## src/rtl/add_sub_seq_ctrl_if.sv

```systemverilog
// Request/result bundle between a requester and the sequenced add/sub controller.
// master = requester side, slave = controller side.
interface add_sub_seq_ctrl_if #(
   parameter int NIBBLES = 4
);
   localparam int W = 4 * NIBBLES;

   logic         start;
   logic         op;
   logic [W-1:0] a_in;
   logic [W-1:0] b_in;
   logic         busy;
   logic         done;
   logic [W-1:0] result;
   logic         cout;
   logic         overflow;

   modport master (
      output start, op, a_in, b_in,
      input  busy, done, result, cout, overflow
   );

   modport slave (
      input  start, op, a_in, b_in,
      output busy, done, result, cout, overflow
   );
endinterface

```

## src/rtl/add_sub_seq_ctrl.sv

```systemverilog
// W-bit add/sub over one 4-bit slice, LS nibble first; done NIBBLES cycles after start.
// No backpressure: start is taken only in IDLE and ignored (not queued) while busy.
module add_sub_seq_ctrl #(
   parameter int NIBBLES = 4
) (
   input  logic                 clk,
   input  logic                 rst,
   add_sub_seq_ctrl_if.slave    bus
);
   localparam int W  = 4 * NIBBLES;
   localparam int IW = $clog2(NIBBLES);
   localparam logic [IW-1:0] LAST_IDX = IW'(NIBBLES - 1);

   typedef enum logic {IDLE, RUN} state_t;

   state_t        state, state_nxt;
   logic [W-1:0]  a_sh, b_sh, acc, result_q;
   logic [IW-1:0] idx;
   logic          c, cout_q, ovf_q, done_q;
   logic          load, step, last;
   logic [4:0]    slice;

   // One nibble of A + B' + carry; bit 4 is the carry into the next nibble.
   assign slice = {1'b0, a_sh[3:0]} + {1'b0, b_sh[3:0]} + {4'b0, c};

   always_ff @(posedge clk or posedge rst) begin
      if (rst) state <= IDLE;
      else     state <= state_nxt;
   end

   always_comb begin
      state_nxt = state;
      load      = 1'b0;
      step      = 1'b0;
      last      = 1'b0;
      case (state)
         IDLE: begin
            if (bus.start) begin
               load      = 1'b1;
               state_nxt = RUN;
            end
         end
         RUN: begin
            step = 1'b1;
            if (idx == LAST_IDX) begin
               last      = 1'b1;
               state_nxt = IDLE;
            end
         end
         default: state_nxt = IDLE;
      endcase
   end

   always_ff @(posedge clk or posedge rst) begin
      if (rst) begin
         a_sh     <= '0;
         b_sh     <= '0;
         acc      <= '0;
         idx      <= '0;
         c        <= 1'b0;
         result_q <= '0;
         cout_q   <= 1'b0;
         ovf_q    <= 1'b0;
         done_q   <= 1'b0;
      end else begin
         done_q <= last;
         if (load) begin
            a_sh <= bus.a_in;
            b_sh <= bus.op ? ~bus.b_in : bus.b_in;
            c    <= bus.op;
            idx  <= '0;
         end else if (step) begin
            acc  <= {slice[3:0], acc[W-1:4]};
            a_sh <= a_sh >> 4;
            b_sh <= b_sh >> 4;
            c    <= slice[4];
            idx  <= idx + 1'b1;
            if (last) begin
               // On the last slice a_sh/b_sh[3] are the operand sign bits.
               result_q <= {slice[3:0], acc[W-1:4]};
               cout_q   <= slice[4];
               ovf_q    <= (a_sh[3] == b_sh[3]) && (slice[3] != a_sh[3]);
            end
         end
      end
   end

   assign bus.busy     = (state == RUN);
   assign bus.done     = done_q;
   assign bus.result   = result_q;
   assign bus.cout     = cout_q;
   assign bus.overflow = ovf_q;
endmodule

```

## src/flat_wrapper.sv

```systemverilog
// flat-port wrapper written by rule: the top's interface ports become plain ports
module add_sub_seq_ctrl_flat 
#(
   parameter int NIBBLES = 4
)
  (clk, rst, bus_start, bus_op, bus_a_in, bus_b_in, bus_busy, bus_done, bus_result, bus_cout, bus_overflow);
  add_sub_seq_ctrl_if #(.NIBBLES(NIBBLES)) bus_i ();
  input  logic clk;
  input  logic rst;
  input wire logic [$bits(bus_i.start)-1:0] bus_start;
  input wire logic [$bits(bus_i.op)-1:0] bus_op;
  input wire logic [$bits(bus_i.a_in)-1:0] bus_a_in;
  input wire logic [$bits(bus_i.b_in)-1:0] bus_b_in;
  output wire logic [$bits(bus_i.busy)-1:0] bus_busy;
  output wire logic [$bits(bus_i.done)-1:0] bus_done;
  output wire logic [$bits(bus_i.result)-1:0] bus_result;
  output wire logic [$bits(bus_i.cout)-1:0] bus_cout;
  output wire logic [$bits(bus_i.overflow)-1:0] bus_overflow;
  assign bus_i.start = bus_start;
  assign bus_i.op = bus_op;
  assign bus_i.a_in = bus_a_in;
  assign bus_i.b_in = bus_b_in;
  assign bus_busy = bus_i.busy;
  assign bus_done = bus_i.done;
  assign bus_result = bus_i.result;
  assign bus_cout = bus_i.cout;
  assign bus_overflow = bus_i.overflow;
  add_sub_seq_ctrl #(.NIBBLES(NIBBLES)) u_core (.clk(clk), .rst(rst), .bus(bus_i));
endmodule
```

## config.mk

```make
export PLATFORM = sky130hd
export DESIGN_NAME = add_sub_seq_ctrl_flat
export DESIGN_NICKNAME = d
export VERILOG_FILES = /design/src/rtl/add_sub_seq_ctrl_if.sv /design/src/rtl/add_sub_seq_ctrl.sv /design/src/flat_wrapper.sv
export SDC_FILE = /design/constraint.sdc
export NUM_CORES = 1
export LEC_CHECK = 0
export BUFFER_PORTS_ARGS = -buffer_cell sky130_fd_sc_hd__buf_2
export CAP_MARGIN = 10
export CELL_PAD_IN_SITES_DETAIL_PLACEMENT = 1
export CELL_PAD_IN_SITES_GLOBAL_PLACEMENT = 2
export CORE_ASPECT_RATIO = 0.7
export CORE_MARGIN = 5
export CORE_UTILIZATION = 38
export CTS_BUF_LIST = sky130_fd_sc_hd__clkbuf_4 sky130_fd_sc_hd__clkbuf_8
export CTS_CLUSTER_DIAMETER = 200
export DETAILED_ROUTE_END_ITERATION = 10
export HOLD_SLACK_MARGIN = 0.08
export PLACE_DENSITY_LB_ADDON = 0.1
export SLEW_MARGIN = 20
export SYNTH_ARGS = -nofsm -noshare
export SYNTH_HDL_FRONTEND = slang
export SYNTH_SLANG_ARGS = --single-unit
```

## constraint.sdc

```tcl
create_clock -name clk -period 3 [get_ports clk]
set_clock_uncertainty 0.15 [all_clocks]
set_input_delay 0.45 -clock clk [delete_from_list [all_inputs] [get_ports clk]]
set_output_delay 0.45 -clock clk [all_outputs]
set_load 0.005 [all_outputs]
```

==> out/metrics.yaml <==
status: "complete, no violations"
post_cts_resized: 0
areaGrowthSynthToFinish_pct: 18.7
root_buffer: "clkbuf_8"
dr.pass1.iters: 4
rr_worst_depth: 5
p_leak_nw: 1.74
drv_cap: 0
end_kind: "output pin"
synth_fp_nets: 294
clkTransAtPathRegs_ns: 0.08
gr-usage-met3: 0.0396
grt_pass1_wl_microns: 10500
power.total_mw: 3.55
relSlewSlack: 0.538
setup_ws_ns: 0.875
hold_end: "u_core.a_sh[14]"
grt-busiest-layer: "met1"
core_sq_um: 7800
worstPathMaxFanout: 74
antennaDiodeCount: 0
htreeDepth: 3
hold_class: "in -> reg"
syn_area_per_cell_sq_um: 12.0
postRouteAntennaNets: 0
timing.fmax_mhz: 471
drc: 0
yosysWarnings: 0
ys_top_cells_by_area: "dfrtp_1 (55%), mux2i_1 (9.2%), mux2_2 (8.9%)"
min_from: "bus_a_in[14]"
cts_made_buffers: 9
synth-seq-cells: 67
maxSlewViolCount: 0
fin_crit_sh: 0.708
drive_gt1_frac: 0.337
crit_arrival_ns: 1.52
fin_setup_tns_ns: 0
grt_max_degree: 75
synth_cells: 252
path_class: "reg -> out"
p_per_area_nw_per_um2: 987
yosysTopAreaCellShare: 0.553
r2r_end: "u_core.c"
avgRoutedWirePerCell_microns: 14.8
tightest_slew_ns: 0.692
gp_congestion: 0.739
cp.required_ns: 2.40
numPortBuffers: 55
grt_use_met2: 0.188
final_nets: 349
cts.sinks: 67
wl_microns: 6120
setup_violations: 0
met1_usage: 0.202
num_io_pins: 56
hold_ws_ns: 0.200
synth_top_area_cell: "dfrtp_1"
initial_core_util: 0.388
clock_latency_ns: 0.34
synth_seq_area_share: 0.553
dp_hpwl_microns: 4240
rsz0062_at_grt: "no"
fillers: 868
grt-ovfl-total: 0
row_count: 27
first_global_vias: 2066
ys_types: 28
ys.flop_type: "dfrtp_1"
chipHeight_microns: 84.7
clk_path_buf_depth: 2
r2r_start: "u_core.c"
grt_use_total: 0.137
r2r_slack_ns: 0.94
irDropWorstVdd_v: 0.000527
die_w_microns: 117
drt_iter0_markers: 72
die_area_sq_um: 9890
synth_edf_count: 0
pre_cts_slack_ns: 0.939
antenna_found_initial: 0
finalHoldViolations: 0
cts_tree: "done"
via_count: 1982
async_reset_ff_frac: 1.00
hold_path_depth: 3
crit_path_start_kind: "flop"
fin_util: 0.461
fin_crit_ns: 2.12
vias_per_cell: 4.80
netlist_area_sq_um: 3030
==> where the power goes <==
part / total (mW) / internal, mW / switching [mW]
clock network: 0.838 / 0.490 / 0.348
registers: 1.55 / 1.31 / 0.237
logic: 1.16 / 0.581 / 0.583
==> what timing repair did <==
action,CTS,global route
endpoints found under the setup margin,0,0
endpoints found under the hold margin,17,0
hold buffers,1,0
setup buffers,0,0
==> layer usage <==
metal	part of all wire	up-vias	wire, microns
met2	0.44	33	2670
li1	-	976	-
met1	0.50	963	3060
met5	0	-	0
met3	0.047	10	289
met4	0.017	0	105
==> stage by stage <==
step | instance area, sq um | std cells
floorplan | 3030 | 252
global placement | 3360 | 396
detailed placement | 3360 | 396
CTS | 3600 | 413
global route | 3600 | 413
finish | 3600 | 413
==> cells in the mapped netlist (all sizes together), types with 4 or more instances <==
library cell	instances
dfrtp	67
clkbuf	6
xnor2	5
ha	4
mux2i	28
xor2	12
nand2	31
mux2	24
o21ai	29
a211oi	5
buf	11
nor2	11
==> placed cells by master, fill, tap and decap left out, drive strengths merged, types with 2 or more instances in the layout <==
cell / synthesis / final
o21ai: 29 / 29
clkinvlp: 0 / 2
ha: 4 / 4
fa: 2 / 2
clkbuf: 6 / 10
xnor2: 5 / 5
dfrtp: 67 / 67
xor2: 12 / 12
bufinv: 0 / 2
buf: 11 / 60
mux2: 24 / 24
nor2: 11 / 11
nand2: 31 / 31
inv: 3 / 3
a211oi: 5 / 5
clkinv: 0 / 2
mux2i: 28 / 28
o31ai: 2 / 2
a21o: 2 / 2
a21oi: 3 / 3
==> critical path: stages (launching register included) <==
cell,delay (ns)
dfrtp_2,0.37
buf_4,0.55
buf_2,0.23
==> flip-flops by register name (all words and copies together) (netlist names), 2 cells and up <==
name and cells:
u_core.a_sh 16, u_core.acc 12, u_core.b_sh 16, u_core.bus.result 16, u_core.idx 2
==> area by class of cell <==
class	count	area, sq um	share of cell area
flip-flops and latches	67	1680	0.466
repair buffers	61	323	0.0897
multi-input cells	165	1230	0.343
well taps	101	126	0.0351
inverters	3	11.3	0.00313
clock buffers	10	138	0.0382
clock inverters	6	88.8	0.0247
==> logic make-up (layout without fill, tap and decap cells) <==
family	count (synthesis)	in the layout	share of synthesized area
AOI/OAI and AO/OA	44	44	0.0842
xor gates and xnor gates	17	17	0.0491
adders and majority gates	6	6	0.0297
buffers and inverters	20	80	0.0396
DFF	67	67	0.553
muxes	52	52	0.182
and+or+nand+nor	46	46	0.0623
==> how the worst max path moves through the flow <==
stage / startpoint / end
after global placement: u_core.c / u_core.c
final: u_core.bus.busy / bus_busy
after floorplan: rst / u_core.a_sh[0]
after detailed placement: u_core.c / u_core.c
after global routing: u_core.bus.busy / bus_busy
after CTS: u_core.bus.busy / bus_busy
Note: power is estimated with default switching activity, not from simulation.
